## src/rtl/mem_arbiter_if.sv

```systemverilog
// Bus bundle between the two cache controllers, main memory and mem_arbiter.
// The arbiter takes the slave side; caches and memory together take the master side.
interface mem_arbiter_if #(
  parameter int bit_size = 32,
  parameter int WORDS    = 4
);
  localparam int CW = $clog2(WORDS);

  logic                ic_req;
  logic [bit_size-1:0] ic_addr;
  logic [bit_size-1:0] ic_rdata;
  logic                ic_rvalid;
  logic                ic_done;

  logic                dc_req;
  logic                dc_we;
  logic [bit_size-1:0] dc_addr;
  logic [bit_size-1:0] dc_wdata;
  logic                dc_wnext;
  logic [bit_size-1:0] dc_rdata;
  logic                dc_rvalid;
  logic                dc_done;

  logic [CW-1:0]       word_idx;

  // Handshake: a memory beat transfers in every cycle where mem_req and mem_ready
  // are both high; mem_req, mem_we, mem_addr and mem_wdata hold until that cycle.
  // Cache requests are level-held until the matching one-cycle done pulse.
  logic                mem_req;
  logic                mem_we;
  logic [bit_size-1:0] mem_addr;
  logic [bit_size-1:0] mem_wdata;
  logic [bit_size-1:0] mem_rdata;
  logic                mem_ready;

  modport slave (
    input  ic_req, ic_addr, dc_req, dc_we, dc_addr, dc_wdata, mem_rdata, mem_ready,
    output ic_rdata, ic_rvalid, ic_done, dc_wnext, dc_rdata, dc_rvalid, dc_done,
           word_idx, mem_req, mem_we, mem_addr, mem_wdata
  );

  modport master (
    output ic_req, ic_addr, dc_req, dc_we, dc_addr, dc_wdata, mem_rdata, mem_ready,
    input  ic_rdata, ic_rvalid, ic_done, dc_wnext, dc_rdata, dc_rvalid, dc_done,
           word_idx, mem_req, mem_we, mem_addr, mem_wdata
  );
endinterface

```

## src/rtl/mem_arbiter.sv

```systemverilog
// Shares one main-memory port between I-cache refills and D-cache refill/write-back bursts.
// Define ARB_RR_EN to alternate grants on ties; otherwise the D-cache always wins a tie.
module mem_arbiter #(
  parameter int bit_size = 32,
  parameter int WORDS    = 4
) (
  input  logic              clk,
  input  logic              rst,
  mem_arbiter_if.slave      bus,
  output logic [2:0]        dbg_state_o
);
  localparam int CW  = $clog2(WORDS);
  localparam int LSB = CW + 2;

  typedef enum logic [2:0] {
    S_IDLE  = 3'd0,
    S_IC_RD = 3'd1,
    S_DC_RD = 3'd2,
    S_DC_WR = 3'd3,
    S_DONE  = 3'd4
  } state_t;

  typedef enum logic {
    OWN_IC = 1'b0,
    OWN_DC = 1'b1
  } owner_t;

  state_t              state_q;
  owner_t              owner_q;
  logic [bit_size-1:0] base_q;
  logic [bit_size-1:0] addr_q;
  logic [CW-1:0]       cnt_q;
  logic                mem_req_q;
  logic                mem_we_q;
  logic                ic_done_q;
  logic                dc_done_q;
`ifdef ARB_RR_EN
  owner_t              last_grant_q;
`endif

  logic [bit_size-1:0] ic_base;
  logic [bit_size-1:0] dc_base;
  logic [bit_size-1:0] next_addr;
  logic [CW-1:0]       cnt_inc;
  logic                grant_dc;
  logic                last_beat;
  logic                in_burst;
  logic                unused_addr_lsbs;

  assign ic_base   = {bus.ic_addr[bit_size-1:LSB], {LSB{1'b0}}};
  assign dc_base   = {bus.dc_addr[bit_size-1:LSB], {LSB{1'b0}}};
  assign cnt_inc   = cnt_q + CW'(1);
  assign next_addr = base_q + {{(bit_size-LSB){1'b0}}, cnt_inc, 2'b00};
  assign last_beat = (cnt_q == CW'(WORDS-1));
  assign in_burst  = (state_q == S_IC_RD) || (state_q == S_DC_RD) || (state_q == S_DC_WR);

  // Offset bits within a block never reach the memory address.
  assign unused_addr_lsbs = ^{bus.ic_addr[LSB-1:0], bus.dc_addr[LSB-1:0]};

  always_comb begin
    grant_dc = bus.dc_req;
`ifdef ARB_RR_EN
    if (bus.dc_req && bus.ic_req) grant_dc = (last_grant_q == OWN_IC);
`endif
  end

  always_ff @(posedge clk) begin
    if (rst) begin
      state_q   <= S_IDLE;
      owner_q   <= OWN_IC;
      base_q    <= '0;
      addr_q    <= '0;
      cnt_q     <= '0;
      mem_req_q <= 1'b0;
      mem_we_q  <= 1'b0;
      ic_done_q <= 1'b0;
      dc_done_q <= 1'b0;
`ifdef ARB_RR_EN
      last_grant_q <= OWN_IC;
`endif
    end else begin
      ic_done_q <= 1'b0;
      dc_done_q <= 1'b0;
      case (state_q)
        S_IDLE: begin
          if (bus.dc_req || bus.ic_req) begin
            cnt_q     <= '0;
            mem_req_q <= 1'b1;
            if (grant_dc) begin
              owner_q  <= OWN_DC;
              base_q   <= dc_base;
              addr_q   <= dc_base;
              mem_we_q <= bus.dc_we;
              state_q  <= bus.dc_we ? S_DC_WR : S_DC_RD;
            end else begin
              owner_q  <= OWN_IC;
              base_q   <= ic_base;
              addr_q   <= ic_base;
              mem_we_q <= 1'b0;
              state_q  <= S_IC_RD;
            end
`ifdef ARB_RR_EN
            last_grant_q <= grant_dc ? OWN_DC : OWN_IC;
`endif
          end
        end
        S_IC_RD, S_DC_RD, S_DC_WR: begin
          // Without mem_ready every registered output simply holds.
          if (bus.mem_ready) begin
            cnt_q <= cnt_inc;
            if (last_beat) begin
              state_q   <= S_DONE;
              mem_req_q <= 1'b0;
              mem_we_q  <= 1'b0;
              addr_q    <= '0;
              ic_done_q <= (owner_q == OWN_IC);
              dc_done_q <= (owner_q == OWN_DC);
            end else begin
              addr_q <= next_addr;
            end
          end
        end
        S_DONE:  state_q <= S_IDLE;
        default: state_q <= S_IDLE;
      endcase
    end
  end

  assign bus.mem_req   = mem_req_q;
  assign bus.mem_we    = mem_we_q;
  assign bus.mem_addr  = addr_q;
  assign bus.mem_wdata = mem_we_q ? bus.dc_wdata : '0;
  assign bus.word_idx  = cnt_q;

  assign bus.ic_rdata  = bus.mem_rdata;
  assign bus.dc_rdata  = bus.mem_rdata;
  assign bus.ic_rvalid = in_burst && (state_q == S_IC_RD) && bus.mem_ready;
  assign bus.dc_rvalid = in_burst && (state_q == S_DC_RD) && bus.mem_ready;
  assign bus.dc_wnext  = in_burst && (state_q == S_DC_WR) && bus.mem_ready;
  assign bus.ic_done   = ic_done_q;
  assign bus.dc_done   = dc_done_q;

  assign dbg_state_o   = state_q;
endmodule

```

## src/flat_wrapper.sv

```systemverilog
// flat-port wrapper written by rule: the top's interface ports become plain ports
module mem_arbiter_flat 
#(
  parameter int bit_size = 32,
  parameter int WORDS    = 4
)
  (clk, rst, dbg_state_o, bus_ic_req, bus_ic_addr, bus_dc_req, bus_dc_we, bus_dc_addr, bus_dc_wdata, bus_mem_rdata, bus_mem_ready, bus_ic_rdata, bus_ic_rvalid, bus_ic_done, bus_dc_wnext, bus_dc_rdata, bus_dc_rvalid, bus_dc_done, bus_word_idx, bus_mem_req, bus_mem_we, bus_mem_addr, bus_mem_wdata);
  mem_arbiter_if #(.bit_size(bit_size), .WORDS(WORDS)) bus_i ();
  input  logic clk;
  input  logic rst;
  output logic [2:0] dbg_state_o;
  input wire logic [$bits(bus_i.ic_req)-1:0] bus_ic_req;
  input wire logic [$bits(bus_i.ic_addr)-1:0] bus_ic_addr;
  input wire logic [$bits(bus_i.dc_req)-1:0] bus_dc_req;
  input wire logic [$bits(bus_i.dc_we)-1:0] bus_dc_we;
  input wire logic [$bits(bus_i.dc_addr)-1:0] bus_dc_addr;
  input wire logic [$bits(bus_i.dc_wdata)-1:0] bus_dc_wdata;
  input wire logic [$bits(bus_i.mem_rdata)-1:0] bus_mem_rdata;
  input wire logic [$bits(bus_i.mem_ready)-1:0] bus_mem_ready;
  output wire logic [$bits(bus_i.ic_rdata)-1:0] bus_ic_rdata;
  output wire logic [$bits(bus_i.ic_rvalid)-1:0] bus_ic_rvalid;
  output wire logic [$bits(bus_i.ic_done)-1:0] bus_ic_done;
  output wire logic [$bits(bus_i.dc_wnext)-1:0] bus_dc_wnext;
  output wire logic [$bits(bus_i.dc_rdata)-1:0] bus_dc_rdata;
  output wire logic [$bits(bus_i.dc_rvalid)-1:0] bus_dc_rvalid;
  output wire logic [$bits(bus_i.dc_done)-1:0] bus_dc_done;
  output wire logic [$bits(bus_i.word_idx)-1:0] bus_word_idx;
  output wire logic [$bits(bus_i.mem_req)-1:0] bus_mem_req;
  output wire logic [$bits(bus_i.mem_we)-1:0] bus_mem_we;
  output wire logic [$bits(bus_i.mem_addr)-1:0] bus_mem_addr;
  output wire logic [$bits(bus_i.mem_wdata)-1:0] bus_mem_wdata;
  assign bus_i.ic_req = bus_ic_req;
  assign bus_i.ic_addr = bus_ic_addr;
  assign bus_i.dc_req = bus_dc_req;
  assign bus_i.dc_we = bus_dc_we;
  assign bus_i.dc_addr = bus_dc_addr;
  assign bus_i.dc_wdata = bus_dc_wdata;
  assign bus_i.mem_rdata = bus_mem_rdata;
  assign bus_i.mem_ready = bus_mem_ready;
  assign bus_ic_rdata = bus_i.ic_rdata;
  assign bus_ic_rvalid = bus_i.ic_rvalid;
  assign bus_ic_done = bus_i.ic_done;
  assign bus_dc_wnext = bus_i.dc_wnext;
  assign bus_dc_rdata = bus_i.dc_rdata;
  assign bus_dc_rvalid = bus_i.dc_rvalid;
  assign bus_dc_done = bus_i.dc_done;
  assign bus_word_idx = bus_i.word_idx;
  assign bus_mem_req = bus_i.mem_req;
  assign bus_mem_we = bus_i.mem_we;
  assign bus_mem_addr = bus_i.mem_addr;
  assign bus_mem_wdata = bus_i.mem_wdata;
  mem_arbiter #(.bit_size(bit_size), .WORDS(WORDS)) u_core (.clk(clk), .rst(rst), .bus(bus_i), .dbg_state_o(dbg_state_o));
endmodule
```

## config.mk

```make
export PLATFORM = sky130hd
export DESIGN_NAME = mem_arbiter_flat
export DESIGN_NICKNAME = d
export VERILOG_FILES = /design/src/rtl/mem_arbiter_if.sv /design/src/rtl/mem_arbiter.sv /design/src/flat_wrapper.sv
export SDC_FILE = /design/constraint.sdc
export NUM_CORES = 1
export LEC_CHECK = 0
export BUFFER_PORTS_ARGS = -buffer_cell sky130_fd_sc_hd__buf_2
export CAP_MARGIN = 20
export CORE_MARGIN = 2
export CORE_UTILIZATION = 39
export DETAILED_ROUTE_END_ITERATION = 10
export GPL_ROUTABILITY_DRIVEN = 0
export PLACE_DENSITY = 0.76
export SETUP_SLACK_MARGIN = 0.2
export SYNTH_ARGS = -nofsm -noshare
export SYNTH_HDL_FRONTEND = slang
export SYNTH_SLANG_ARGS = --single-unit
```

## constraint.sdc

```tcl
create_clock -name clk -period 1.55 [get_ports clk]
set_input_delay 0.2325 -clock clk [delete_from_list [all_inputs] [get_ports clk]]
set_output_delay 0.2325 -clock clk [all_outputs]
set_load 0.1 [all_outputs]
```

[Word level (Yosys, flattened, before mapping)]
Index checks and enable logic that the tools add are counted.
W data, S select, Z words.
Cells by class
  add/sub/neg operators: 2
  equal/unequal tests: 7
  multiplexer cells: 23
  bitwise gates (word level): 4
  reductions and logical operators: 17
Operators by type and width (count)
  $mux W32: 5
  $pmux W32 S2: 1
  $add A32 B4 Y32: 1
  $mux W3: 4
  $mux W1: 7
  $eq A3 B2 Y1 const B: 2
  $logic_and A1 B1 Y1: 6
  $pmux W3 S2: 1
  $reduce_and A3 Y1: 2
  $mux W2: 2
  $ne A2 B1 Y1 const B: 2
  $not A1 Y1: 4
  $pmux W1 S2: 2
  $pmux W2 S2: 1
  $reduce_and A4 Y1: 1
  $reduce_or A4 Y1: 1
  $eq A3 B1 Y1 const B: 1
  $logic_not A3 Y1: 1
  $logic_or A1 B1 Y1: 3
  $reduce_or A3 Y1: 1
  $add A2 B1 Y2 const B: 1
  $eq A2 B2 Y1 const B: 1
  $ne A2 B2 Y1 const B: 1
  $reduce_and A2 Y1: 1
  $reduce_bool A2 Y1: 1
Storage, ports and cells
  register bits: 74
  input port bits: 134
  logic and storage cells: 62

[Logic depth before layout (Yosys ltp)]
Gate-level depths: netlist (run 1).
  depth in word-level cells: 5
  depth in mapped cells: 6
  depth with buffers taken out: 4

[Worst setup path before layout (run 1)]
Ideal clock, no wire load.
  path type: register -> output
  start point: reg u_core.state_q[0], in the netlist u_core.dbg_state_o[0]
  end point: out bus_ic_rvalid
  arrival time: 4.044 ns
  required time: 1.317 ns
  path slack: -2.727 ns
  cell stages (with the launch flop): 3
  path through: dfxtp_1 buf_6 nor4bb_1
Between the ends
  longest elaborated chain between the ends: 5
Ends and longest elaborated chain
  start, declared: line mem_arbiter.sv:28  | state_t state_q;
  start signal, assigned: line mem_arbiter.sv:94  | state_q <= bus.dc_we ? S_DC_WR : S_DC_RD;
  $eq A3 B1 Y1 or $eq A3 B2 Y1 (tied branches): line mem_arbiter.sv:55, mem_arbiter.sv:137
  $logic_or A1 B1 Y1 (2 in series): line mem_arbiter.sv:55  | assign in_burst = (state_q == S_IC_RD) || (state_q == S_DC_RD) || (state_q == S_DC_WR);
  $logic_and A1 B1 Y1 (*) (2 in series): line mem_arbiter.sv:137  | assign bus.ic_rvalid = in_burst && (state_q == S_IC_RD) && bus.mem_ready;
  end, declared: line flat_wrapper.sv:21  | output wire logic [$bits(bus_i.ic_rvalid)-1:0] bus_ic_rvalid;
Every way passes the cells marked *; elsewhere a longest branch is shown, timed or not.

[Worst setup path in the final report (run 1)]
  start point: reg u_core.state_q[2], in the netlist u_core.dbg_state_o[2]
  end point: out bus_ic_rvalid
Same word-level chain as after synthesis.

==> results.toml, run 1 <==
[status]
status = "finished, violations left"
violations = "negative setup slack"

[route]
drt_iter0_markers = 430
via_per_inst = 6.139
drtPass1Iterations = 5
antenna_left = 0
routed_wl_um = 19540
vias = 4598
wire_per_inst_um = 26.09
drc_errors = 0

[critical_path]
critPathMaxFanout = 6
critical_path.top_delay_family = "flip-flops"
path_class = "flip-flop to output pin"
crit_path_cell_trace = "buf_8 -> nor4bb_4 -> buf_12"
ff2ff_path_depth = 7
r2r_end = "u_core.bus.mem_addr[21]$_SDFFE_PP0P_"
critPathBufInv = 2
slowest_delay_ps = 370
critPathCaptureType = "output pin"
r2r_setup_slack_ps = -60
startpoint_type = "flip-flop"
worstPathArrival_ps = 1400
cp_slowest_cell = "dfxtp_4"
crit_required_ps = 1320
timing.rr.start = "u_core.dbg_state_o[1]$_SDFFE_PP0P_"

[worst_hold_path]
min_path_cells = 4
whs_endpoint = "u_core.dbg_state_o[0]$_SDFFE_PP0P_"
hold_start = "bus_dc_we"
hold_class = "input port to flip-flop"

[synthesis]
syn_avg_cell_area_um2 = 9.256
yosys_warnings = 0
synthCells = 460
synth_seq_area_share_pct = 31.97
ys_types = 39
synth-seq-cells = 68
async_flop_share_pct = 0
synth-edff-count = 0
syn_area_um2 = 4258
ys.flop_type = "dfxtp_1"

[layout]
fin_area_um2 = 7258
area_growth_syn_to_layout_pct = 70.47
drive_gt1_share_pct = 72.20
final_common_cell = "buf_2"
layout_common_cells = "95 x buf_2, 62 x dfxtp_1, 55 x a21oi_1"
nFillCells = 745
nNetsFinal = 739
fin_util_pct = 67.55
seq_area_um2 = 1384
multi_input_area_um2 = 2870

[grt]
globalRouteTotalUtil_pct = 28.52
grt_overflow_total = 0
grt_pass1_vias = 4387
grt_max_degree = 57
antenna_found_initial = 1
grt_pass1_wl_um = 25140

[die]
fp.dieH_um = 108.5
die_w_um = 108.5
dieArea_um2 = 11770
start_util_pct = 39.63
core-area_um2 = 10750
rows = 38
pin_count = 274

[sta]
slew-limit-headroom_pct = 24.66
rsz0062_at_grt = "yes"
tightest_slew_ps = 1127
clock_skew_ps = 9.215
hold_violations = 0
finalCriticalPeriod_ps = 1632
finalSetupViolCount = 48
fmax_mhz = 612.9
setup_slack_ps = -81.65
drv_slew = 0
period_share_pct = 105.3

[clock_network]
cts_root_buffer = "clkbuf_8"
numCtsBuffers = 9
cts_tree = "done"
cts_sinks = 68
cts_max_level = 3
clockBufferDepth = 2
clk_latency_ps = 360
path_clk_slew_ps = 80
hold_buffers = 0

[power]
vdd_ir_drop_max_mv = 0.7517
power_leakage_uw = 0.002890
powerDensity_nw_per_um2 = 1096

[run]
cap_violations = 0

[placement]
io_buffer_count = 167
dpl-instance-area_um2 = 5592
dp_hpwl_um = 11030
==> worst register-to-register path, delay by kind of cell, from the launching register on <==
kind                   cells  cell delay (ps)
and+or+nand+nor            2              350
AOI/OAI and AO/OA          1              220
DFF                        1              360
buffers and inverters      4              600
==> metal layers <==
layer / share of wire (%) / global-route usage, % / vias to the layer above
met3: 12 / 10.07 / 83
li1: - / - / 1954
met5: 0 / 0 / -
met2: 49 / 49.91 / 378
met4: 4.6 / 12.91 / 0
met1: 34 / 30.76 / 2183
==> cell families after synthesis <==
| group | synth area share (%) |
|---|---|
| simple gates | 16.75 |
| compound gates | 24.74 |
| flops | 31.97 |
| buf+inv | 18.48 |
| mux | 7.670 |
| fa+ha+maj | 0.2938 |
| other cells | 0.08807 |
==> worst max path at each step <==
stage               slack, ps                               start  depth (start not counted)                             end
floorplan                -460  u_core.dbg_state_o[0]$_SDFFE_PP0P_                          2                   bus_ic_rvalid
global placement           40                          bus_dc_req                          4  u_core.base_q[24]$_SDFFE_PP0P_
detailed placement        -40                          bus_dc_req                          4  u_core.base_q[21]$_SDFFE_PP0P_
CTS                       -80  u_core.dbg_state_o[0]$_SDFFE_PP0P_                          3                   bus_ic_rvalid
global route             -120  u_core.dbg_state_o[2]$_SDFFE_PP0P_                          3                   bus_ic_rvalid
finish                    -80  u_core.dbg_state_o[2]$_SDFFE_PP0P_                          3                   bus_ic_rvalid
==> power breakdown <==
group,internal (µW),switching [µW]
Clock,804,686
Combinational,1570,2710
Sequential,1990,191
Total,4360,3590
==> flip-flops by register name, summed over array words and instances (netlist names) <==
name,cells
u_core.bus.ic_done,1
u_core.bus.mem_addr,30
u_core.bus.dc_done,1
u_core.bus.mem_req,1
u_core.bus.mem_we,1
u_core.dbg_state_o,3
u_core.bus.word_idx,2
u_core.owner_q,1
u_core.base_q,28
==> final cells by class <==
class | count | area share [%]
multi-input cells | 280 | 39.54
flip-flops and latches | 68 | 19.07
inverters | 4 | 0.2069
repair buffers | 241 | 36.01
clock buffers | 15 | 2.724
well taps | 140 | 2.413
diodes | 1 | 0.03448
==> through the flow <==
stage	hold slack, ps	setup WS (ps)	TNS, ps	cells	power [µW]
final	291.1	-81.65	-1193	749	7952
after global routing	312.2	-116.5	-2736	749	8155
after CTS	253.4	-80.39	-604.6	727	7456
after detailed placement	443.1	-36.46	-189.8	674	5405
after global placement	443.4	39.44	0	674	5322
after floorplan	310.4	-455.1	-2609	461	5528
==> Yosys cell counts (2+ instances only) <==
cell type | n | area [µm²]
nor2_4 | 2 | 22.52
dfxtp_1 | 68 | 1361
inv_1 | 4 | 15.01
nor4_1 | 2 | 12.51
buf_2 | 20 | 100.1
o21ai_0 | 2 | 10.01
clkbuf_1 | 19 | 71.32
or2_2 | 2 | 12.51
nand2_1 | 6 | 22.52
a32oi_1 | 29 | 254.0
and2_1 | 33 | 206.5
nor3_2 | 9 | 90.09
mux2_2 | 29 | 326.6
nor3_1 | 50 | 250.2
a21oi_1 | 58 | 290.3
buf_6 | 8 | 90.09
nor3b_1 | 2 | 15.01
a221oi_2 | 26 | 390.4
nand2b_1 | 3 | 18.77
buf_4 | 68 | 510.5
a221oi_1 | 2 | 17.52
==> what timing repair did <==
action / 4_1_cts / 5_1_grt
gates resized for setup: 87 / 63
buffers inserted: 24 / 15
hold endpoints to repair: 0 / 0
gates cloned: 14 / 6
endpoints found under the setup margin: 107 / 116
pin swaps: 52 / 57
Note: power is estimated with default switching activity, not from simulation.
==> run 2, diff against run 1 <==
--- a/config.mk
+++ b/config.mk
@@ -7,6 +7,7 @@
 export LEC_CHECK = 0
 export BUFFER_PORTS_ARGS = -buffer_cell sky130_fd_sc_hd__buf_2
 export CAP_MARGIN = 20
+export CORE_ASPECT_RATIO = 1.4
 export CORE_MARGIN = 2
 export CORE_UTILIZATION = 39
 export DETAILED_ROUTE_END_ITERATION = 10
==> run 2 against run 1 <==
Compared with the run above: the flow still finishes with violations (negative setup slack); clock skew increased by 2.2 ps; die area is 0.10% higher; maximum frequency decreased by 1.6%; final cell count increased by 0.67%; utilization is 3.0 points higher.
==> results.toml, run 2 (same netlist as run 1, synthesis figures left out) <==
[status]
status = "finished, violations left"
violations = "negative setup slack"

[sta]
finalCriticalPeriod_ps = 1657
setup_slack_ps = -107.4
holdWs_ps = 309.8
slew-limit-headroom_pct = 66.00
finalSetupViolCount = 81
tightest_slew_ps = 513.6
finalSetupTns_ps = -3079
drv_slew = 0
hold_violations = 0
fmax_mhz = 603.4
rsz0062_at_grt = "yes"
clock_skew_ps = 11.46
period_share_pct = 106.9

[layout]
final_common_cell = "buf_2"
antenna_cells = 0
largest_reg_flops = 30
nFillCells = 664
fin_util_pct = 70.54
area_growth_syn_to_layout_pct = 78.17
layout_common_cells = "98 x buf_2, 62 x dfxtp_1, 56 x buf_12"
drive_gt1_share_pct = 79.12
nNetsFinal = 743

[route]
vias = 4881
via_per_inst = 6.473
drt_iter0_markers = 498
antenna_left = 0
drc_errors = 0
routed_wl_um = 23020
wire_per_inst_um = 30.54
drtPass1Iterations = 5

[grt]
grt_max_degree = 39
globalRouteTotalUtil_pct = 35.89
grt_overflow_total = 0
grt_pass1_vias = 4792
grt_pass1_wl_um = 31130
antenna_found_initial = 0

[placement]
place_ws_ps = -28.77
dp_hpwl_um = 11910
io_buffer_count = 167

[power]
powerDensity_nw_per_um2 = 1155
clockPowerShare_pct = 23.0
swShare_pct = 45.04
power_leakage_uw = 0.002999
p_sw_uw = 3946
combinationalPowerShare_pct = 51.9
power.total_uw = 8761
intPower_uw = 4815
pwr-share-seq_pct = 25.2
vdd_ir_drop_max_mv = 0.8883

[clock_network]
path_clk_slew_ps = 60
cts_sinks = 68
cts_tree = "done"
cts_root_buffer = "clkbuf_16"
cts_max_level = 3
clk_latency_ps = 360
clockBufferDepth = 2
hold_buffers = 0
numCtsBuffers = 9

[die]
start_util_pct = 39.59
rows = 45
pin_count = 274
core-area_um2 = 10750
die_w_um = 92.31
fp.dieH_um = 127.6
dieArea_um2 = 11780

[critical_path]
critPathMaxFanout = 7
crit_required_ps = 1820
path_class = "flip-flop to flip-flop"
critPathCaptureType = "flip-flop"
startpoint_type = "flip-flop"
worstPathArrival_ps = 1920

[run]
cap_violations = 0

[worst_hold_path]
hold_class = "input port to flip-flop"
[run 2: path summary, 6_finish.rpt]
kind	startpoint	to	slack, ps	cells after the start
min reg2reg	u_core.bus.mem_req$_SDFFE_PP0P_	u_core.bus.mem_req$_SDFFE_PP0P_	500	2
max	u_core.dbg_state_o[2]$_SDFFE_PP0P_	u_core.bus.mem_addr[19]$_SDFFE_PP0P_	-110	8
max reg2reg	u_core.dbg_state_o[2]$_SDFFE_PP0P_	u_core.bus.mem_addr[19]$_SDFFE_PP0P_	-110	8
min	bus_dc_we	u_core.dbg_state_o[0]$_SDFFE_PP0P_	310	4
[run 2: repair_timing]
item / 4_1_cts / 5_1_grt
gates cloned: 18 / 2
pin swaps: 82 / 50
endpoints found under the setup margin: 114 / 121
gates resized for setup: 123 / 66
buffers inserted: 29 / 13
[run 2: layer usage]
| metal | GRT usage, % | share of wire (%) | vias to the layer above |
|---|---|---|---|
| met3 | 12.32 | 12 | 144 |
| li1 | - | - | 1941 |
| met2 | 60.15 | 48 | 451 |
| met5 | 0 | 0 | - |
| met4 | 19.93 | 6.8 | 0 |
| met1 | 39.49 | 33 | 2345 |
[run 2: layout make-up]
type	instances	area [µm²]	area share (%)
Sequential cell	68	1384	18.24
Inverter	4	15.01	0.1979
Multi-Input combinational cell	278	3018	39.78
Clock buffer	14	264.0	3.480
Timing Repair Buffer	247	2719	35.84
Clock inverter	2	10.01	0.1319
Tap cell	141	176.4	2.326
[run 2: metrics by stage]
stage | instances | cell area [µm²]
final | 754 | 7586
after global routing | 754 | 7586
after CTS | 739 | 7158
after detailed placement | 676 | 5605
after global placement | 676 | 5605
after floorplan | 461 | 4695
[run 2: power groups by stage]
stage                     combinational, µW  clock, µW  sequential [µW]
final                                  4540       2010             2200
after floorplan                        2400          0             3130
after CTS                              4100       1910             2160
after global routing                   4630       2070             2210
after global placement                 3180          0             2170
after detailed placement               3250          0             2190
[run 2: critical path, stage by stage (launching register included)]
cell and delay, ps:
dfxtp_4 360, buf_12 130, buf_8 120, nor2_4 180
buf_12 150, buf_12 100, buf_16 130, a32oi_2 130
a221oi_2 260
